[src/rtl/thermocouple_pkg.sv]
// Frame layout, FSM state encoding and frame builder shared by the thermocouple responder.
package thermocouple_pkg;

   localparam int FRAME_BITS  = 32;
   localparam int TC_MSB      = 31;
   localparam int TC_LSB      = 18;
   localparam int FLT_ANY_BIT = 16;
   localparam int JT_MSB      = 15;
   localparam int JT_LSB      = 4;
   localparam int FLT_MSB     = 2;
   localparam int FLT_LSB     = 0;

   typedef enum logic [1:0] {
      CONVERT,
      READY,
      SHIFT
   } state_e;

   // Bits 17 and 3 are reserved and always read as zero.
   function automatic logic [FRAME_BITS-1:0] build_frame(
      input logic [TC_MSB-TC_LSB:0]   tc,
      input logic [JT_MSB-JT_LSB:0]   jt,
      input logic [FLT_MSB-FLT_LSB:0] fault
   );
      logic [FRAME_BITS-1:0] f;
      f                  = '0;
      f[TC_MSB:TC_LSB]   = tc;
      f[FLT_ANY_BIT]     = |fault;
      f[JT_MSB:JT_LSB]   = jt;
      f[FLT_MSB:FLT_LSB] = fault;
      return f;
   endfunction

endpackage

[src/rtl/thermocouple_spi_responder_if.sv]
// SPI pins between the thermocouple reader (master) and the sensor-side responder (slave).
interface thermocouple_spi_responder_if;

   logic sclk;
   logic cs_n;
   logic miso;
   logic miso_oe;

   modport master (
      output sclk,
      output cs_n,
      input  miso,
      input  miso_oe
   );

   modport slave (
      input  sclk,
      input  cs_n,
      output miso,
      output miso_oe
   );

endinterface

[src/rtl/spi_sync_edge.sv]
// Two-flop synchronizer followed by a registered edge detector; rise/fall pulse
// for one clk cycle, two cycles after the pin change is first sampled.
module spi_sync_edge (
   input  logic clk,
   input  logic din,
   output logic rise,
   output logic fall
);

   logic sync1_q, sync2_q, prev_q;
   logic sync1_d, sync2_d, prev_d;

   always_comb begin
      sync1_d = din;
      sync2_d = sync1_q;
      prev_d  = sync2_q;
   end

   // Left unreset on purpose: a cs_n held low across reset must not look like a fresh fall.
   always_ff @(posedge clk) begin
      sync1_q <= sync1_d;
      sync2_q <= sync2_d;
      prev_q  <= prev_d;
   end

   assign rise = sync2_q & ~prev_q;
   assign fall = ~sync2_q & prev_q;

endmodule

[src/rtl/thermocouple_spi_responder.sv]
// Thermocouple converter emulator: periodically samples temp/fault into a 32-bit frame
// and shifts it out MSB-first on miso while cs_n is low; pin-to-action latency 3 clk.
module thermocouple_spi_responder
   import thermocouple_pkg::*;
#(
   parameter int CONV_CYCLES = 400,
   parameter int CBITS       = 9
) (
   input  logic                         clk,
   input  logic                         rst,
   thermocouple_spi_responder_if.slave  spi,
   input  logic [13:0]                  tc_temp_in,
   input  logic [11:0]                  junction_temp_in,
   input  logic [2:0]                   fault_in,
   output logic                         conv_busy,
   output logic [7:0]                   frames_sent
);

   logic sclk_fall, unused_sclk_rise, cs_rise, cs_fall;

   spi_sync_edge u_sclk_sync (.clk(clk), .din(spi.sclk), .rise(unused_sclk_rise), .fall(sclk_fall));
   spi_sync_edge u_cs_sync   (.clk(clk), .din(spi.cs_n), .rise(cs_rise),          .fall(cs_fall));

   state_e                state_q,    state_d;
   logic [CBITS-1:0]      conv_cnt_q, conv_cnt_d;
   logic [5:0]            bit_cnt_q,  bit_cnt_d;
   logic [FRAME_BITS-1:0] sample_q,   sample_d;
   logic [FRAME_BITS-1:0] shift_q,    shift_d;
   logic                  miso_q,     miso_d;
   logic                  miso_oe_q,  miso_oe_d;
   logic [7:0]            frames_q,   frames_d;

   logic                  conv_done;
   logic [FRAME_BITS-1:0] new_frame;
   logic [FRAME_BITS-1:0] load_frame;

   assign conv_done  = (state_q == CONVERT) && (conv_cnt_q == CBITS'(CONV_CYCLES - 1));
   assign new_frame  = build_frame(tc_temp_in, junction_temp_in, fault_in);
   assign load_frame = conv_done ? new_frame : sample_q;

   always_comb begin
      state_d    = state_q;
      conv_cnt_d = conv_cnt_q;
      bit_cnt_d  = bit_cnt_q;
      sample_d   = sample_q;
      shift_d    = shift_q;
      miso_d     = miso_q;
      miso_oe_d  = miso_oe_q;
      frames_d   = frames_q;

      if (cs_rise) begin
         // Release wins over a coincident sclk fall; a partial frame is simply dropped.
         miso_d     = 1'b0;
         miso_oe_d  = 1'b0;
         conv_cnt_d = '0;
         state_d    = CONVERT;
      end else if (cs_fall) begin
         if (conv_done) sample_d = new_frame;
         shift_d    = load_frame;
         bit_cnt_d  = '0;
         miso_d     = load_frame[FRAME_BITS-1];
         miso_oe_d  = 1'b1;
         conv_cnt_d = '0;
         state_d    = SHIFT;
      end else begin
         case (state_q)
            CONVERT: begin
               conv_cnt_d = conv_cnt_q + 1'b1;
               if (conv_done) begin
                  sample_d   = new_frame;
                  conv_cnt_d = '0;
                  state_d    = READY;
               end
            end
            READY: ;
            SHIFT: begin
               if (sclk_fall) begin
                  if (bit_cnt_q < 6'd32) begin
                     shift_d   = {shift_q[FRAME_BITS-2:0], 1'b0};
                     bit_cnt_d = bit_cnt_q + 6'd1;
                     miso_d    = shift_q[FRAME_BITS-2];
                     if (bit_cnt_q == 6'd31) begin
                        miso_d   = 1'b0;
                        frames_d = frames_q + 8'd1;
                     end
                  end else begin
                     miso_d = 1'b0;
                  end
               end
            end
            default: state_d = CONVERT;
         endcase
      end
   end

   always_ff @(posedge clk) begin
      if (rst) begin
         state_q    <= CONVERT;
         conv_cnt_q <= '0;
         bit_cnt_q  <= '0;
         sample_q   <= '0;
         shift_q    <= '0;
         miso_q     <= 1'b0;
         miso_oe_q  <= 1'b0;
         frames_q   <= '0;
      end else begin
         state_q    <= state_d;
         conv_cnt_q <= conv_cnt_d;
         bit_cnt_q  <= bit_cnt_d;
         sample_q   <= sample_d;
         shift_q    <= shift_d;
         miso_q     <= miso_d;
         miso_oe_q  <= miso_oe_d;
         frames_q   <= frames_d;
      end
   end

   assign spi.miso    = miso_q;
   assign spi.miso_oe = miso_oe_q;
   assign conv_busy   = (state_q == CONVERT);
   assign frames_sent = frames_q;

endmodule

[src/flat_wrapper.sv]
// flat-port wrapper written by rule: the top's interface ports become plain ports
module thermocouple_spi_responder_flat import thermocouple_pkg::*;
#(
   parameter int CONV_CYCLES = 400,
   parameter int CBITS       = 9
)
  (clk, rst, tc_temp_in, junction_temp_in, fault_in, conv_busy, frames_sent, spi_sclk, spi_cs_n, spi_miso, spi_miso_oe);
  thermocouple_spi_responder_if spi_i ();
  input  logic clk;
  input  logic rst;
  input  logic [13:0] tc_temp_in;
  input  logic [11:0] junction_temp_in;
  input  logic [2:0] fault_in;
  output logic conv_busy;
  output logic [7:0] frames_sent;
  input wire logic [$bits(spi_i.sclk)-1:0] spi_sclk;
  input wire logic [$bits(spi_i.cs_n)-1:0] spi_cs_n;
  output wire logic [$bits(spi_i.miso)-1:0] spi_miso;
  output wire logic [$bits(spi_i.miso_oe)-1:0] spi_miso_oe;
  assign spi_i.sclk = spi_sclk;
  assign spi_i.cs_n = spi_cs_n;
  assign spi_miso = spi_i.miso;
  assign spi_miso_oe = spi_i.miso_oe;
  thermocouple_spi_responder #(.CONV_CYCLES(CONV_CYCLES), .CBITS(CBITS)) u_core (.clk(clk), .rst(rst), .spi(spi_i), .tc_temp_in(tc_temp_in), .junction_temp_in(junction_temp_in), .fault_in(fault_in), .conv_busy(conv_busy), .frames_sent(frames_sent));
endmodule
[config.mk]
export PLATFORM = sky130hd
export DESIGN_NAME = thermocouple_spi_responder_flat
export DESIGN_NICKNAME = d
export VERILOG_FILES = /design/src/rtl/thermocouple_pkg.sv /design/src/rtl/thermocouple_spi_responder_if.sv /design/src/rtl/spi_sync_edge.sv /design/src/rtl/thermocouple_spi_responder.sv /design/src/flat_wrapper.sv
export SDC_FILE = /design/constraint.sdc
export NUM_CORES = 1
export LEC_CHECK = 0
export ABC_AREA = 1
export CAP_MARGIN = 10
export CORE_MARGIN = 2
export CORE_UTILIZATION = 61
export CTS_CLUSTER_DIAMETER = 150
export DETAILED_ROUTE_END_ITERATION = 12
export PLACE_DENSITY = 0.86
export RECOVER_POWER = 50
export SETUP_SLACK_MARGIN = 0.5
export SKIP_LAST_GASP = 1
export SLEW_MARGIN = 20
export SYNTH_ARGS = -nofsm -noshare
export SYNTH_HDL_FRONTEND = slang
export SYNTH_SLANG_ARGS = --single-unit
[constraint.sdc]
create_clock -name clk -period 4.3 [get_ports clk]
set_input_delay 0.86 -clock clk [delete_from_list [all_inputs] [get_ports clk]]
set_output_delay 0.86 -clock clk [all_outputs]
set_load 0.01 [all_outputs]
* Word-level counts from Yosys, hierarchy flattened
Cells that the tools add are included.
** Word-level totals
- Flip-flop bits (word level) :: 96
- Output and inout bits :: 11
- Logic and storage cells :: 71
** Cells by class
- Add/subtract/negate cells :: 3
- Magnitude comparators :: 1
- Eq/ne operators :: 7
- Multiplexer cells :: 20
- Bitwise logic cells :: 9
- Reduce and logical (&&, ||, !) cells :: 16
** Operator list (number)
- $mux 31 :: 4
- $mux 32 :: 3
- $mux 6 :: 4
- $add 9x1->9 const B :: 1
- $eq 9x9->1 const B :: 1
- $mux 9 :: 1
- $add 8x1->8 const B :: 1
- $reduce_and 2->1 :: 4
- $reduce_bool 2->1 :: 4
- $add 6x1->6 const B :: 1
- $eq 6x5->1 const B :: 1
- $lt 6x6->1 const B :: 1
- $not 1->1 :: 6
- $reduce_and 6->1 :: 1
- $reduce_or 3->1 :: 2
- $mux 1 :: 5
- $mux 2 :: 2
- $ne 2x1->1 const B :: 2
- $pmux 2 s2 :: 1
- $reduce_and 4->1 :: 1
- $reduce_or 2->1 :: 2
- $and 1x1->1 :: 3
- $ne 3x1->1 const B :: 1
- $eq 2x1->1 const B :: 1
- 3 further kinds :: 3

* Logic depth before layout (Yosys ltp)
- Depth in word-level cells :: 6
- Mapped depth :: 11
- Depth with buffers taken out :: 11

* Modules after synthesis
Synthesis repeated with hierarchy kept, for this count alone.
** Second synthesis, totals
- Cell total of the unflattened synthesis :: 647
- Area total of the unflattened synthesis :: 4553.1 µm²
** By module, submodules not included
- thermocouple_spi_responder :: times used 1, cells each 633, area each 4403.0 µm², seq. area each 1801.7 µm²
- spi_sync_edge :: times used 2, cells each 7, area each 75.1 µm², seq. area each 60.1 µm²

* Worst setup path after synthesis
Ideal clock, no wire load.
- Path kind :: input to register
- Start :: input port rst
- End :: register u_core.conv_cnt_q[7]
- Library setup time :: 0.059 ns
- Arrival :: 1.585 ns
- Required time :: 4.241 ns
- Setup slack :: 2.657 ns
- Cell stages on the path :: 6
- Buffers on the path :: 0
- Cells stage by stage :: inv_1 -> nand2_1 -> nor2_2 -> nand2_1 -> a21oi_1 -> and2_1
** On the way
- Cells in the longest elaborated chain, start to end :: 1
** Ends and longest elaborated chain
- from (decl) :: RTL line flat_wrapper.sv:10 : input logic rst;
- $reduce_or 3->1 (no line)
- to (signal assigned) :: RTL line thermocouple_spi_responder.sv:108 : conv_cnt_q <= conv_cnt_d;
- to (decl) :: RTL line thermocouple_spi_responder.sv:25 : logic [CBITS-1:0] conv_cnt_q, conv_cnt_d;
Every way passes these cells.
A chain may end at the register's enable or synchronous reset.

* Final worst setup path
- Start :: register u_core.state_q[0]
- End :: register u_core.shift_q[1]
** On the way
- Cells in the longest elaborated chain, start to end :: 4
** Ends and longest elaborated chain
- from (decl) :: RTL line thermocouple_spi_responder.sv:24 : state_e state_q, state_d;
- from (signal assigned) :: RTL line thermocouple_spi_responder.sv:107 : state_q <= state_d;
- $logic_not 2->1 :: RTL line thermocouple_spi_responder.sv:37 : assign conv_done = (state_q == CONVERT) && (conv_cnt_q == CBITS'(CONV_CYCLES - 1));
- $logic_and 1x1->1 :: RTL line thermocouple_spi_responder.sv:37
- $mux 32
- $mux 31 :: RTL line thermocouple_spi_responder.sv:57 : end else if (cs_fall) begin
- to (signal assigned) :: RTL line thermocouple_spi_responder.sv:111 : shift_q <= shift_d;
- to (decl) :: RTL line thermocouple_spi_responder.sv:28 : logic [FRAME_BITS-1:0] shift_q, shift_d;
Parallel ways exist; a longest one is shown, timed or not.

==> results.txt <==
fmax = 0.308 GHz
Clock Tree Buf Depth = 2
CP max FO = 27
WP data arrival = 3.53 ns
initial antenna violation count = 0
CORE AREA = 6830 sq um
drt total wl = 9240 um
dominant synthesized flop cell = dfxtp_1
Synth Cell Area = 4320 sq um
Largest stage delay, worst path = 0.95 ns
CP Buf/Inv Count = 2
share of cells above drive strength 1 = 0.0559
crit path cell chain = inv_1 > ha_1 > nand2_1 > nor2_1 > nand3_1 > nand2_1 > inv_1 > nor2_1 > nand2_1 > a21oi_1
fillers = 588
Tcrit/Tclk final = 0.755
Seq/Total Area, Yosys = 0.445
Final Hold Vio Count = 0
EDFF count, synth = 0
Synth warnings = 0
Area Overhead vs Synth = 12.2%
Leak = 1.88 nW
fin crit period = 3.25 ns
root buf cell = clkbuf_8
DR iter-0 viols = 300
DRC Markers = 0
post-layout util = 0.710
slew margin rel. = 0.325
CTS Hold Bufs = 0
worst skew pair latency = 0.36 ns
clock slew at reported path FFs = 0.09 ns
CP max-delay cell = nand2_1
post-cts sizing count = 0
die width = 88.2 um
Worst EP required = 4.58 ns
Crit path max-delay family = simple AND/OR/NAND/NOR gates
Peak supply drop = 0.000232 V
routed len/inst = 13.1 um
Mean Syn Cell Area = 7.48 sq um
most instantiated library cell after synthesis = nand2_1
Yosys top cell by area = dfxtp_1
post-CTS setup buffers = 0
H-tree level count = 3
largest net degree at the start of global routing = 54
Post-DP HPWL = 6050 um
Total GRT Usage = 0.250
DIE HEIGHT = 88.2 um
clock sink count = 96
Hold Crit Class = flip-flop to flip-flop
FP Rows = 30
Netlist cell types = 37
most frequent CP cell = nand2_1
Area contributors post-synth = dfxtp_1 (44%), nand2_1 (10%), a21oi_1 (7.9%)
status = completed
Reg area = 1920 sq um
vias in the first global route = 3517
Power Density = 322 nW/um^2
Worst-Margin Slew = 1.01 ns
Routed Antenna Nets = 0
area taken by multi-input logic gates = 1980 sq um
vias per inst = 5.53
first-pass GRT wire length = 15400 um
DR pass1 iterations = 5
flop and latch count out of synthesis = 96
Starting Density = 0.633
Setup Skew = 0.00675 ns
CP startpoint kind = flip-flop
I/O pin cnt = 44
Post-Synthesis Cells = 578
CTS tree = yes
final number of setup-violating endpoints = 0
crit path kind = flip-flop to flip-flop
PortBufs = 43
MaxCap Viol Count = 0
ANT cells = 0
most frequent cells after synthesis = nand2_1 (120), dfxtp_1 (96), a21oi_1 (68), o21ai_0 (48), inv_1 (47)
CP Capture Type = flip-flop
Mapped Nets = 616
Async S/R FF share, synth = 0
max-slew violations = 0
setup TNS = 0 ns
fin nets = 641
share of the synthesized area in the top cell type = 0.445
Num CTS Buffers = 9
Die ar. = 7770 sq um
grt ovf = 0
unrepaired setup endpoints after global routing = no
Via Count = 3896
Final GP Congestion = 0.861
## sequential cells by signal, summed over array words and instances (netlist names)
| register | flops |
|---|---|
| u_core.sample_q | 32 |
| u_core.shift_q | 31 |
| u_core.conv_cnt_q | 9 |
| u_core.frames_sent | 8 |
| u_core.bit_cnt_q | 6 |
| u_core.state_q | 2 |
| u_core.spi.miso | 1 |
| u_core.spi.miso_oe | 1 |
| u_core.u_cs_sync.prev_d | 1 |
| u_core.u_cs_sync.prev_q | 1 |
| u_core.u_cs_sync.sync1_q | 1 |
| u_core.u_sclk_sync.prev_d | 1 |
| u_core.u_sclk_sync.prev_q | 1 |
| u_core.u_sclk_sync.sync1_q | 1 |
## kinds of logic after synthesis
| kind of cell | share of synthesized area |
|---|---|
| adder cells (fa/ha/maj) | 0.0145 |
| buffers and inverters | 0.0932 |
| AO/OA/AOI/OAI | 0.208 |
| flip-flops | 0.445 |
| AND/OR/NAND/NOR | 0.223 |
| XOR/XNOR | 0.0162 |
## worst register-to-register path: stages (launching register included)
cell     delay (ns)
dfxtp_1        0.32
inv_1          0.08
ha_1           0.15
nand2_1        0.05
nor2_1         0.16
nand3_1        0.70
nand2_1        0.96
inv_1          0.40
nor2_1         0.19
nand2_1        0.07
a21oi_1        0.11
## layer usage
| metal | wire [um] | vias up | global-route usage |
|---|---|---|---|
| met5 | 0 | - | 0 |
| met4 | 140 | 0 | 0.0937 |
| met3 | 466 | 15 | 0.0462 |
| met2 | 4420 | 105 | 0.424 |
| met1 | 4210 | 1805 | 0.317 |
| li1 | - | 1971 | - |
## power by group
| part | leakage, nW | internal (mW) | switching (mW) | total (mW) |
|---|---|---|---|---|
| registers | 0.781 | 0.911 | 0.0113 | 0.922 |
| clock network | 0.0858 | 0.207 | 0.306 | 0.513 |
| logic | 1.01 | 0.0543 | 0.0741 | 0.128 |
| total | 1.88 | 1.17 | 0.391 | 1.56 |
## per-stage QoR
stage | setup WS [ns] | hold slack, ns | cell area (sq um) | std cells | power (mW)
finish | 1.05 | 0.333 | 4850 | 704 | 1.56
detailed placement | 1.67 | 0.313 | 4710 | 688 | 1.07
floorplan | 2.66 | 0.310 | 4320 | 578 | 1.02
CTS | 1.66 | 0.334 | 4870 | 704 | 1.58
global placement | 1.77 | 0.311 | 4710 | 688 | 1.07
global route | 0.741 | 0.338 | 4850 | 704 | 1.63
## placed cells by master, fill, tap and decap left out
master	netlist	layout
o21bai_1	1	1
nor3_2	1	1
nor3b_1	2	2
o21ai_1	24	24
dlygate4sd3_1	0	14
clkinv_4	1	2
o211ai_1	19	19
nand2_1	120	121
nand3b_1	1	1
nand2_4	1	1
nand2_2	3	2
nand3_1	20	22
a31oi_1	2	2
clkbuf_1	13	2
nor2_4	2	2
and2_1	1	1
o21ai_0	48	48
clkinv_2	1	4
nor2_1	40	42
inv_1	47	48
xnor2_1	3	3
inv_2	5	4
xor2_1	5	5
clkinvlp_2	0	1
ha_1	5	5
a21oi_1	68	68
nand3_4	1	1
a21oi_4	1	1
clkdlybuf4s50_1	0	29
nor3_1	7	7
nor2_2	3	1
clkinvlp_4	0	1
buf_4	6	3
nand4_1	13	13
dfxtp_1	96	96
clkbuf_8	0	9
a21o_1	1	1
a211oi_2	1	1
## final cells by class
type / count / area share
Clock buffer: 10 / 0.0263
Clock inverter: 6 / 0.00748
Inverter: 54 / 0.0431
Multi-Input combinational cell: 395 / 0.408
Sequential cell: 96 / 0.396
Tap cell: 96 / 0.0248
Timing Repair Buffer: 47 / 0.0941
## path summary, 6_finish.rpt
kind	startpoint	to	slack (ns)	cells after the start
max	u_core.state_q[0]	u_core.shift_q[1]	1.05	10
min reg2reg	u_core.u_cs_sync.sync1_q	u_core.u_cs_sync.prev_d	0.33	0
max reg2reg	u_core.state_q[0]	u_core.shift_q[1]	1.05	10
min	u_core.u_cs_sync.sync1_q	u_core.u_cs_sync.prev_d	0.33	0
No activity file was read; power rests on OpenSTA's default activity.
